**src/rtl/booth_r4_seq_ctrl.sv**
```systemverilog
// Sequential radix-4 Booth multiplier: BITS/2 recode steps, one sign-magnitude
// conversion cycle, then the result is held until the consumer takes it.
module booth_r4_seq_ctrl #(
   parameter int BITS = 32
) (
   input  logic                clk,
   input  logic                rst_n,
   input  logic                in_valid,
   output logic                in_ready,
   input  logic [BITS-1:0]     a,
   input  logic [BITS-1:0]     b,
   output logic                out_valid,
   input  logic                out_ready,
   output logic [2*BITS-1:0]   product,
   output logic [2*BITS-1:0]   product_sm,
   output logic                busy,
   output logic [1:0]          dbg_state
);
   // Handshakes: a transfer happens on a rising edge where valid and ready are
   // both high; ready never depends combinationally on the partner's valid.
   typedef enum logic [1:0] {
      S_IDLE = 2'd0,
      S_CALC = 2'd1,
      S_CONV = 2'd2,
      S_DONE = 2'd3
   } state_t;

   localparam int AW    = 2*BITS + 2;
   localparam int PW    = 2*BITS;
   localparam int STEPS = BITS/2;
   localparam int CW    = (STEPS > 1) ? $clog2(STEPS) : 1;

   state_t            state_q, state_d;
   logic [AW-1:0]     acc_q, acc_d;
   logic [AW-1:0]     mcand_q, mcand_d;
   logic [BITS:0]     mplr_q, mplr_d;
   logic [CW-1:0]     cnt_q, cnt_d;
   logic [PW-1:0]     prod_q, prod_d;
   logic [PW-1:0]     sm_q, sm_d;
   logic [AW-1:0]     pp;
   logic [PW-2:0]     neg_mag;

   // Multiplicand is pre-shifted by 4^i and the multiplier shifted down, so the
   // current Booth triplet is always mplr_q[2:0] (with b[-1] = 0 appended).
   always_comb begin
      pp = '0;
      case (mplr_q[2:0])
         3'b001, 3'b010: pp = mcand_q;
         3'b011:         pp = {mcand_q[AW-2:0], 1'b0};
         3'b100:         pp = ~{mcand_q[AW-2:0], 1'b0} + AW'(1);
         3'b101, 3'b110: pp = ~mcand_q + AW'(1);
         default:        pp = '0;
      endcase
   end

   assign neg_mag = ~acc_q[PW-2:0] + (PW-1)'(1);

   always_comb begin
      state_d = state_q;
      acc_d   = acc_q;
      mcand_d = mcand_q;
      mplr_d  = mplr_q;
      cnt_d   = cnt_q;
      prod_d  = prod_q;
      sm_d    = sm_q;
      case (state_q)
         S_IDLE: begin
            if (in_valid) begin
               state_d = S_CALC;
               acc_d   = '0;
               cnt_d   = '0;
               mcand_d = {{(AW-BITS){a[BITS-1]}}, a};
               mplr_d  = {b, 1'b0};
            end
         end
         S_CALC: begin
            acc_d   = acc_q + pp;
            mcand_d = mcand_q << 2;
            mplr_d  = {2'b00, mplr_q[BITS:2]};
            cnt_d   = cnt_q + CW'(1);
            if (cnt_q == CW'(STEPS-1)) state_d = S_CONV;
         end
         S_CONV: begin
            prod_d  = acc_q[PW-1:0];
            sm_d    = {acc_q[PW-1], acc_q[PW-1] ? neg_mag : acc_q[PW-2:0]};
            state_d = S_DONE;
         end
         S_DONE: begin
            if (out_ready) state_d = S_IDLE;
         end
         default: state_d = S_IDLE;
      endcase
   end

   always_ff @(posedge clk or negedge rst_n) begin
      if (!rst_n) begin
         state_q <= S_IDLE;
         acc_q   <= '0;
         mcand_q <= '0;
         mplr_q  <= '0;
         cnt_q   <= '0;
         prod_q  <= '0;
         sm_q    <= '0;
      end else begin
         state_q <= state_d;
         acc_q   <= acc_d;
         mcand_q <= mcand_d;
         mplr_q  <= mplr_d;
         cnt_q   <= cnt_d;
         prod_q  <= prod_d;
         sm_q    <= sm_d;
      end
   end

   assign in_ready   = (state_q == S_IDLE);
   assign busy       = (state_q != S_IDLE);
   assign out_valid  = (state_q == S_DONE);
   assign product    = prod_q;
   assign product_sm = sm_q;
   assign dbg_state  = state_q;
endmodule

```
**config.mk**
```make
export PLATFORM = sky130hd
export DESIGN_NAME = booth_r4_seq_ctrl
export DESIGN_NICKNAME = d
export VERILOG_FILES = /design/src/rtl/booth_r4_seq_ctrl.sv
export SDC_FILE = /design/constraint.sdc
export NUM_CORES = 1
export LEC_CHECK = 0
export CORE_UTILIZATION = 40
export DETAILED_ROUTE_END_ITERATION = 8
export GPL_ROUTABILITY_DRIVEN = 1
export GPL_TIMING_DRIVEN = 0
export PLACE_DENSITY = 0.72
export SLEW_MARGIN = 20
export SYNTH_ARGS = -nofsm -noshare
export SYNTH_HDL_FRONTEND = slang
export SYNTH_SLANG_ARGS = --single-unit
```
**constraint.sdc**
```tcl
create_clock -name clk -period 4.7 [get_ports clk]
set_input_delay 0.47 -clock clk [delete_from_list [all_inputs] [get_ports clk]]
set_output_delay 0.47 -clock clk [all_outputs]
set_load 0.01 [all_outputs]
```
==> results.toml, run 1 <==
[timing]
setup_viol = 24
period_share = 1.13
drv_slew = 0
setup_slack_ns = -0.591
rsz0062_at_grt = "true"
worst_slew_pin_slew_ns = 1.18
max_slew_margin = 0.211
hold_viol_final = 0
clock_skew_ns = 0.0112
setup-tns-final_ns = -9.40
min_period_ns = 5.29
timing.fmax_mhz = 189

[synthesis]
async_flop_share = 1.00
syn_nets = 2476
seq_area_frac_synth = 0.372
yosys_most_used_dff = "dfrtp_1"
synth_edf_count = 0
synth.cell_area_um2 = 19700
avgSynthCellArea_um2 = 8.44
yosysUniqueCellTypes = 78
synthCells = 2337
synth_warnings = 0
synth-seq-cells = 293

[clocking]
clk_path_buf_depth = 3
numCtsBuffers = 35
cts.sinks = 293
h-tree-depth = 2
cts_tree = "built"
cts_root_buf = "clkbuf_16"
clk_pin_slew_ns = 0.06
clock_latency_ns = 0.55

[route]
detailedRoute.firstIterationViolations = 1771
via_per_inst = 5.76
drtPass1Iterations = 6
vias = 19100
drt_wl_total_mm = 66.9
routedWlPerCell_um = 20.2
post-route-drc-count = 0
ant_nets = 0

[final_layout]
n_antenna_cell = 0
area_delta_synth_final_pct = 28.9
drive_gt1_frac = 0.161
fin_util = 0.522
mostFrequentLayoutCells = "nand2_1 (300), dfrtp_1 (282), o21ai_0 (247)"
final_common_cell = "nand2_1"
nNetsFinal = 2759
fill_cells = 4451

[placed_design]
portBuffers = 199
gp_congestion = 0.948
dp_hpwl_mm = 50.2
pre_cts_ws_ns = -1.85

[floorplanning]
std_cell_rows = 81
start_util = 0.405
die_x_um = 224
core_area_um2 = 48700
io_pins = 201
dieHeight_um = 224
design.die.area_um2 = 50200

[power_and_ir_drop]
ir_drop_uv = 321
power.density_nw_per_um2 = 912
p_leak_nw = 10.4

[outcome]
violations = "negative setup slack"
outcome = "complete, but fails checks"

[setup_path]
required_ns = 5.10
cp_data_arrival_time_ns = 5.70
r2r_start = "mcand_q[8]$_DFFE_PN0P_"
rr_worst_depth = 21
critPathMaxFanout = 6
cp-end-kind = "flop"
r2r-end = "acc_q[58]$_DFFE_PN0P_"
rrSetupSlack_ns = -0.59
worstSetupStartpointType = "flop"
worstSetupPathType = "flop to flop"

[global_routing]
track_usage = 0.262
first_global_vias = 18300
grt_overflow_total = 0
grt_max_degree = 96
antenna_found_initial = 1
grt_pass1_wl_mm = 103

[min_path]
hp-class = "input port to asynchronous set/reset pin"

[run]
cap_violations = 0
[sequential cells by signal (all words and copies together), names as in the netlist]
register	count
cnt_q	4
dbg_state	2
product	64
mplr_q	33
mcand_q	64
acc_q	64
product_sm	62
[routing by layer]
metal / share of wire / track usage / vias to the layer above
li1: - / - / 8930
met1: 0.44 / 0.355 / 9273
met2: 0.46 / 0.420 / 719
met3: 0.071 / 0.0425 / 139
met4: 0.035 / 0.100 / 0
met5: 0 / 0 / -
[stage by stage]
step / instance area (um2) / total power [mW] / cells / hold WS (ns)
3_5_place_dp: 22700 / 18.1 / 3204 / 0.364
6_report: 25400 / 23.2 / 3311 / 0.378
4_1_cts: 24800 / 22.1 / 3283 / 0.371
2_1_floorplan: 19800 / 13.6 / 2337 / 0.174
3_3_place_gp: 22600 / 17.8 / 3200 / 0.464
5_1_grt: 25400 / 24.8 / 3311 / 0.399
[critical path: stages, from the launching register on]
cell	delay, ns
dfrtp_1	0.38
buf_6	0.13
nor4_4	0.35
nand4_1	0.25
or4_4	0.65
or4b_4	0.52
or3_4	0.40
nand2_2	0.08
xor2_1	0.16
o221ai_1	0.15
ha_1	0.36
buf_8	0.14
buf_6	0.12
a21oi_4	0.16
o21ai_2	0.07
a311oi_2	0.33
o31ai_4	0.15
a211oi_2	0.21
buf_4	0.18
o21ai_2	0.06
xnor2_1	0.21
o21ai_1	0.09
[where the power goes]
group,switching [mW],internal [mW],total [mW]
combinational,8.92,6.45,15.4
sequential,1.28,3.70,4.98
clock,1.12,1.71,2.83
[synth_stat cells, types with 7 or more instances]
cell      number  share of area
a221oi_1      18         0.0080
dfrtp_1      293           0.37
nor2_1       155          0.029
a22oi_1       38          0.014
o21ai_0      307          0.078
o211ai_1       8         0.0030
or4_1         13         0.0049
xor2_1       120          0.053
nand3_1       25         0.0063
or3_1         35          0.011
and2_1         7         0.0022
mux2i_1       62          0.031
o21a_1        10         0.0038
nor3_1        39         0.0099
nor4_1        21         0.0067
a31oi_1       12         0.0038
a21oi_1      187          0.047
o22ai_1        7         0.0022
nand2b_1      19         0.0060
and3_1         8         0.0025
o31ai_1       25         0.0095
inv_1         33         0.0063
o41ai_1        8         0.0036
xnor2_1       72          0.032
nand4_1       23         0.0073
a22o_1         7         0.0031
nor2b_1        9         0.0029
o21bai_1      18         0.0069
or2_2         11         0.0035
clkbuf_1     176          0.033
a21o_1        25         0.0095
nand2_1      307          0.058
mux2_2        70          0.040
ha_1          70          0.044
[cell type report]
| class | count | area (um2) | share of cell area |
|---|---|---|---|
| Tap cell | 664 | 831 | 0.0327 |
| Sequential cell | 293 | 7350 | 0.289 |
| Clock buffer | 53 | 1080 | 0.0427 |
| Timing Repair Buffer | 276 | 2700 | 0.106 |
| Inverter | 35 | 140 | 0.00551 |
| Multi-Input combinational cell | 1819 | 12500 | 0.492 |
| Clock inverter | 11 | 133 | 0.00522 |
| Buffer | 160 | 678 | 0.0267 |
[kinds of logic after synthesis]
family | share of synthesized area
adders and majority gates | 0.0454
muxes | 0.0714
and+or+nand+nor | 0.164
xor gates and xnor gates | 0.0853
buffers and inverters | 0.0445
AOI/OAI and AO/OA | 0.218
DFF | 0.372
[worst max-delay path by stage]
| stage | startpoint | end | slack [ns] | cells after the start |
|---|---|---|---|---|
| 2_1_floorplan | mcand_q[27]$_DFFE_PN0P_ | acc_q[51]$_DFFE_PN0P_ | -0.15 | 21 |
| 3_3_place_gp | rst_n | product[13]$_DFFE_PN0P_ | -9.34 | 1 |
| 3_5_place_dp | mplr_q[1]$_DFFE_PN0P_ | acc_q[60]$_DFFE_PN0P_ | -1.85 | 19 |
| 4_1_cts | mcand_q[27]$_DFFE_PN0P_ | acc_q[59]$_DFFE_PN0P_ | -0.44 | 21 |
| 5_1_grt | mcand_q[8]$_DFFE_PN0P_ | acc_q[63]$_DFFE_PN0P_ | -0.79 | 22 |
| 6_report | mcand_q[8]$_DFFE_PN0P_ | acc_q[58]$_DFFE_PN0P_ | -0.59 | 21 |
[repair_timing]
action / CTS / global route
hold buffers: 1 / 0
buffers inserted: 38 / 35
hold endpoints to repair: 34 / 0
gates resized for setup: 172 / 119
setup endpoints to repair: 56 / 37
pin swaps: 59 / 64
No activity file was read; power rests on OpenSTA's default activity.
==> run 2: changes to the inputs <==
--- a/config.mk
+++ b/config.mk
@@ -5,6 +5,7 @@
 export SDC_FILE = /design/constraint.sdc
 export NUM_CORES = 1
 export LEC_CHECK = 0
+export CORE_MARGIN = 2
 export CORE_UTILIZATION = 40
 export DETAILED_ROUTE_END_ITERATION = 8
 export GPL_ROUTABILITY_DRIVEN = 1
==> run 2 against run 1 <==
The flow still finishes with violations (negative setup slack); combinational power up 3%; clock skew up 0.018 ns; global-route usage down 0.12 points; final area up 1.4%; first-iteration DRC count down 5.5%; sequential cell count unchanged; utilization up 0.64 points; critical endpoint is now acc_q[60]$_DFFE_PN0P_.
==> results.toml, run 2 (synthesis results as in run 1) <==
[clocking]
clk_pin_slew_ns = 0.06
cts_root_buf = "clkbuf_16"
clk_path_buf_depth = 3
cts.sinks = 293
numCtsBuffers = 35
cts_tree = "built"
h-tree-depth = 2
clock_latency_ns = 0.56

[final_layout]
n_antenna_cell = 0
stdcell_area_um2 = 25800
mostFrequentLayoutCells = "nand2_1 (298), dfrtp_1 (281), o21ai_0 (254)"
drive_gt1_frac = 0.184
fill_cells = 4417
fin_util = 0.528
final-seq-area_um2 = 7350
multi_input_area_um2 = 12700
nNetsFinal = 2781
area_delta_synth_final_pct = 30.8
final_common_cell = "nand2_1"

[global_routing]
grt_pass1_wl_mm = 104
grt_overflow_total = 0
antenna_found_initial = 1
track_usage = 0.261
first_global_vias = 18600
grt_max_degree = 98

[placed_design]
portBuffers = 199
dp_hpwl_mm = 50.2
dpl_cell_area_um2 = 22700
gp_congestion = 0.952

[setup_path]
crit_path_cell_trace = "nor4_4, nand4_1, or4_4, or4_4, nor2_4, nand2_2, or3_4, nor3b_4, a221o_1, ha_4, nand2_2, o21ai_2, nor2_1, nor4_2, nor2_1, a31oi_2, buf_6, a41oi_2, xor2_1, o21ai_1"
critPathMaxFanout = 5
cp_data_arrival_time_ns = 5.48
worst_path_largest_cell_delay_ns = 0.54
cpMaxStageDelayCell = "or4_4"
worstSetupPathType = "flop to flop"
required_ns = 5.12
cp-end-kind = "flop"
worstSetupStartpointType = "flop"
rrSetupSlack_ns = -0.36

[route]
met2_length_mm = 31.4
met3_length_mm = 4.79
post-route-drc-count = 0
ant_nets = 0
wl_met1_mm = 29.5
detailedRoute.firstIterationViolations = 1673
routedWlPerCell_um = 20.4
drtPass1Iterations = 5
vias = 19300
via_per_inst = 5.80
drt_wl_total_mm = 67.8
routed.top_layer = "met4"

[floorplanning]
start_util = 0.404
std_cell_rows = 81
io_pins = 201
core_area_um2 = 48800
die_x_um = 226
dieHeight_um = 226
design.die.area_um2 = 51100

[power_and_ir_drop]
power.switching_mw = 11.6
p_comb_frac = 0.667
ir_drop_uv = 402
p_leak_nw = 10.6
switching_share = 0.487
p_int_mw = 12.2
clkPwrFrac = 0.122
power.density_nw_per_um2 = 920
power_frac_seq = 0.211

[timing]
worst_slew_pin_slew_ns = 1.13
min_period_ns = 5.06
drv_slew = 0
clock_skew_ns = 0.0287
setup-tns-final_ns = -4.21
max_slew_margin = 0.250
period_share = 1.08
hold_viol_final = 0
rsz0062_at_grt = "true"
setup_slack_ns = -0.364
setup_viol = 19
timing.fmax_mhz = 197

[run]
cap_violations = 0

[outcome]
outcome = "complete, but fails checks"
violations = "negative setup slack"

[min_path]
hp-class = "input port to asynchronous set/reset pin"
[run 2: cell count changes in the layout (fill, tap and decap cells not counted), moves of 5 or more]
cell / before / now
a21oi_1: 166 / 158
a21oi_2: 15 / 26
buf_4: 66 / 99
clkbuf_1: 135 / 124
clkbuf_8: 13 / 5
ha_1: 51 / 43
ha_4: 11 / 17
nor2_2: 10 / 5
nor2_4: 4 / 9
o21ai_0: 247 / 254
o21ai_1: 41 / 33
xnor2_2: 10 / 5
[run 2: path summary, 6_finish.rpt]
check	cells after the start	end	startpoint
worst min-delay path	2	mplr_q[8]$_DFFE_PN0P_	rst_n
worst max-delay path	20	acc_q[60]$_DFFE_PN0P_	mcand_q[9]$_DFFE_PN0P_
max in group asynchronous	5	product_sm[26]$_DFFE_PN0P_	rst_n
worst min register to register	2	mplr_q[7]$_DFFE_PN0P_	mplr_q[7]$_DFFE_PN0P_
min in group clk	4	mcand_q[0]$_DFFE_PN0P_	in_valid
worst max register to register	20	acc_q[60]$_DFFE_PN0P_	mcand_q[9]$_DFFE_PN0P_
[run 2: layer usage]
| metal | vias up | track usage |
|---|---|---|
| met5 | - | 0 |
| met4 | 0 | 0.0932 |
| met3 | 142 | 0.0471 |
| met2 | 744 | 0.421 |
| met1 | 9483 | 0.352 |
| li1 | 8961 | - |
[run 2: power groups by stage]
stage               Combinational [mW]  Sequential (mW)  Clock (mW)
global placement                  13.0             4.79           0
finish                            15.8             5.01        2.90
floorplan                         8.94             4.67           0
detailed placement                13.3             4.83           0
CTS                               14.4             4.88        2.94
global route                      17.1             5.16        3.05
[run 2: what timing repair did]
| action | 4_1_cts | 5_1_grt |
|---|---|---|
| hold endpoints to repair | 30 | 0 |
| cloned | 0 | 0 |
| hold buffers | 1 | 0 |
| gates resized for setup | 179 | 154 |
| setup endpoints to repair | 56 | 37 |
| buffers inserted | 50 | 55 |
| pin swaps | 66 | 75 |
[run 2: through the flow]
step                      power, mW  instances  hold slack [ns]  worst slack [ns]
after CTS                      22.3       3293            0.363            -0.411
final                          23.7       3332            0.365            -0.364
after detailed placement       18.1       3204            0.351             -1.78
after global placement         17.7       3200            0.464             -9.36
after global routing           25.3       3332            0.389            -0.503
after floorplan                13.6       2337            0.174            -0.148
[run 2: area by class of cell]
class | count | area share
inverters | 35 | 0.00543
flip-flops and latches | 293 | 0.285
clock inverters | 19 | 0.0109
well taps | 664 | 0.0322
repair buffers | 307 | 0.113
multi-input cells | 1819 | 0.492
plain buffers | 151 | 0.0245
clock buffers | 44 | 0.0368
[run 2: worst max-delay path: cells and delay by family, from the launching register on]
| kind | cells | cell delay [ns] |
|---|---|---|
| simple gates | 12 | 2.88 |
| compound gates | 5 | 0.97 |
| flops | 1 | 0.43 |
| buf+inv | 1 | 0.15 |
| fa+ha+maj | 1 | 0.34 |
| xor+xnor | 1 | 0.17 |
==> run 3: changes to the inputs <==
--- a/config.mk
+++ b/config.mk
@@ -8,9 +8,10 @@
 export CORE_MARGIN = 2
 export CORE_UTILIZATION = 40
 export DETAILED_ROUTE_END_ITERATION = 8
+export DONT_BUFFER_PORTS = 1
 export GPL_ROUTABILITY_DRIVEN = 1
 export GPL_TIMING_DRIVEN = 0
-export PLACE_DENSITY = 0.72
+export PLACE_DENSITY = 0.66
 export SLEW_MARGIN = 20
 export SYNTH_ARGS = -nofsm -noshare
 export SYNTH_HDL_FRONTEND = slang
==> run 3 against run 2 <==
Critical path type unchanged; wire length shrank 0.92%; the run ends with negative hold slack, negative setup slack left; register-to-register slack gained 0.03 ns; critical endpoint is now acc_q[61]$_DFFE_PN0P_; first-iteration DRC count grew 3.6%.
==> results.toml, run 3 (synthesis results as in run 1) <==
[setup_path]
crit_path_cell_trace = "or3_4, or2_4, or4_4, or4_4, nor2_4, nand2_2, or3_4, nor3b_2, a221o_1, ha_4, a21oi_2, o21ai_2, a21oi_2, o21ai_2, a21o_1, a21oi_2, o21ai_1, a31oi_1, xor2_1, o21ai_1"
required_ns = 5.11
worstSetupPathType = "flop to flop"
cpMaxStageDelayCell = "or4_4"
cp_common_cell = "a21oi_2"
worstSetupStartpointType = "flop"
worst_path_largest_cell_delay_ns = 0.55
cp_data_arrival_time_ns = 5.44
cp-end-kind = "flop"
critPathMaxFanout = 7

[clocking]
cts.sinks = 293
cts_root_buf = "clkbuf_16"
numCtsBuffers = 35
clk_pin_slew_ns = 0.07
clock_latency_ns = 0.55
h-tree-depth = 2
clk_path_buf_depth = 3
cts_tree = "built"

[final_layout]
n_antenna_cell = 0
stdcell_area_um2 = 23400
final_common_cell = "nand2_1"
drive_gt1_frac = 0.182
area_delta_synth_final_pct = 18.7
mostFrequentLayoutCells = "nand2_1 (298), dfrtp_1 (280), o21ai_0 (251)"
nNetsFinal = 2562

[floorplanning]
start_util = 0.404
dieHeight_um = 226
io_pins = 201
core_area_um2 = 48800
std_cell_rows = 81
die_x_um = 226
design.die.area_um2 = 51100

[placed_design]
dpl_cell_area_um2 = 20600
portBuffers = 0
dp_hpwl_mm = 49.3
gp_congestion = 0.933

[global_routing]
first_global_vias = 17600
antenna_found_initial = 0
grt_pass1_wl_mm = 102
track_usage = 0.257
grt_max_degree = 294
grt_overflow_total = 0

[route]
via_per_inst = 5.93
ant_nets = 0
vias = 18400
post-route-drc-count = 0
drtPass1Iterations = 6
detailedRoute.firstIterationViolations = 1733
routedWlPerCell_um = 21.6
drt_wl_total_mm = 67.2

[timing]
clock_skew_ns = 0.0229
min_period_ns = 5.03
setup-tns-final_ns = -3.94
worst_slew_pin_slew_ns = 1.18
max_slew_margin = 0.214
timing.hold.ws_ns = -0.347
rsz0062_at_grt = "true"
drv_slew = 0
hold_viol_final = 293
setup_slack_ns = -0.330
period_share = 1.07
setup_viol = 23
timing.fmax_mhz = 199

[run]
cap_violations = 0

[outcome]
violations = "negative hold slack, negative setup slack"
outcome = "complete, but fails checks"

[min_path]
hp-class = "input port to asynchronous set/reset pin"
run 3: changes by cell type in the layout (fill, tap and decap cells not counted), sizes merged:
cell	previous run	this run
clkinv	13	7
clkdlybuf4s50	198	0
clkinvlp	2	7
dlygate4sd3	1	0
buf	120	102
bufinv	6	5
clkbuf	183	181
run 3: metrics by stage:
stage	std cells	utilization	worst slack, ns
global route	3111	0.479	-0.463
floorplan	2337	-	-0.148
finish	3111	0.479	-0.330
global placement	3001	0.422	-1.85
CTS	3087	0.465	-0.354
detailed placement	3002	0.422	-1.88
run 3: final timing paths:
| path | startpoint | end | slack (ns) | cells past startpoint |
|---|---|---|---|---|
| max in group asynchronous | rst_n | mplr_q[1]$_DFFE_PN0P_ | 4.14 | 0 |
| worst max register to register | mcand_q[28]$_DFFE_PN0P_ | acc_q[61]$_DFFE_PN0P_ | -0.33 | 20 |
| min in group clk | b[3] | mplr_q[4]$_DFFE_PN0P_ | 0.13 | 2 |
| worst max-delay path | mcand_q[28]$_DFFE_PN0P_ | acc_q[61]$_DFFE_PN0P_ | -0.33 | 20 |
| worst min register to register | mplr_q[4]$_DFFE_PN0P_ | mplr_q[4]$_DFFE_PN0P_ | 0.48 | 2 |
| worst min-delay path | rst_n | mplr_q[8]$_DFFE_PN0P_ | -0.35 | 0 |
run 3: timing repair:
| item | 4_1_cts | 5_1_grt |
|---|---|---|
| gates resized for setup | 172 | 121 |
| setup buffers | 46 | 40 |
| endpoints found under the hold margin | 293 | 293 |
| endpoints found under the setup margin | 56 | 40 |
| pin swaps | 69 | 71 |
run 3: area by class of cell:
type	instances	area, um2
Sequential cell	293	7350
Fill cell	4680	25400
Clock buffer	44	990
Tap cell	664	831
Clock inverter	17	248
Inverter	35	138
Multi-Input combinational cell	1819	12600
Buffer	153	632
Timing Repair Buffer	86	661
run 3: worst max-delay path: cells and delay by family (launching register included):
kind                       cells  cell delay, ns
xor gates and xnor gates       1            0.21
and+or+nand+nor                8            2.37
DFF                            1            0.47
adders and majority gates      1            0.31
AOI/OAI and AO/OA             10            1.56
run 3: routing by layer:
metal / up-vias / share of wire / GRT usage
met2: 781 / 0.45 / 0.405
met1: 8992 / 0.44 / 0.345
li1: 8510 / - / -
met5: - / 0 / 0
met4: 0 / 0.037 / 0.103
met3: 156 / 0.078 / 0.0544
Power of run 3 is left out: the tool's default activity adds up to more than one toggle a clock period on the data nets, which glitch-free logic cannot reach.
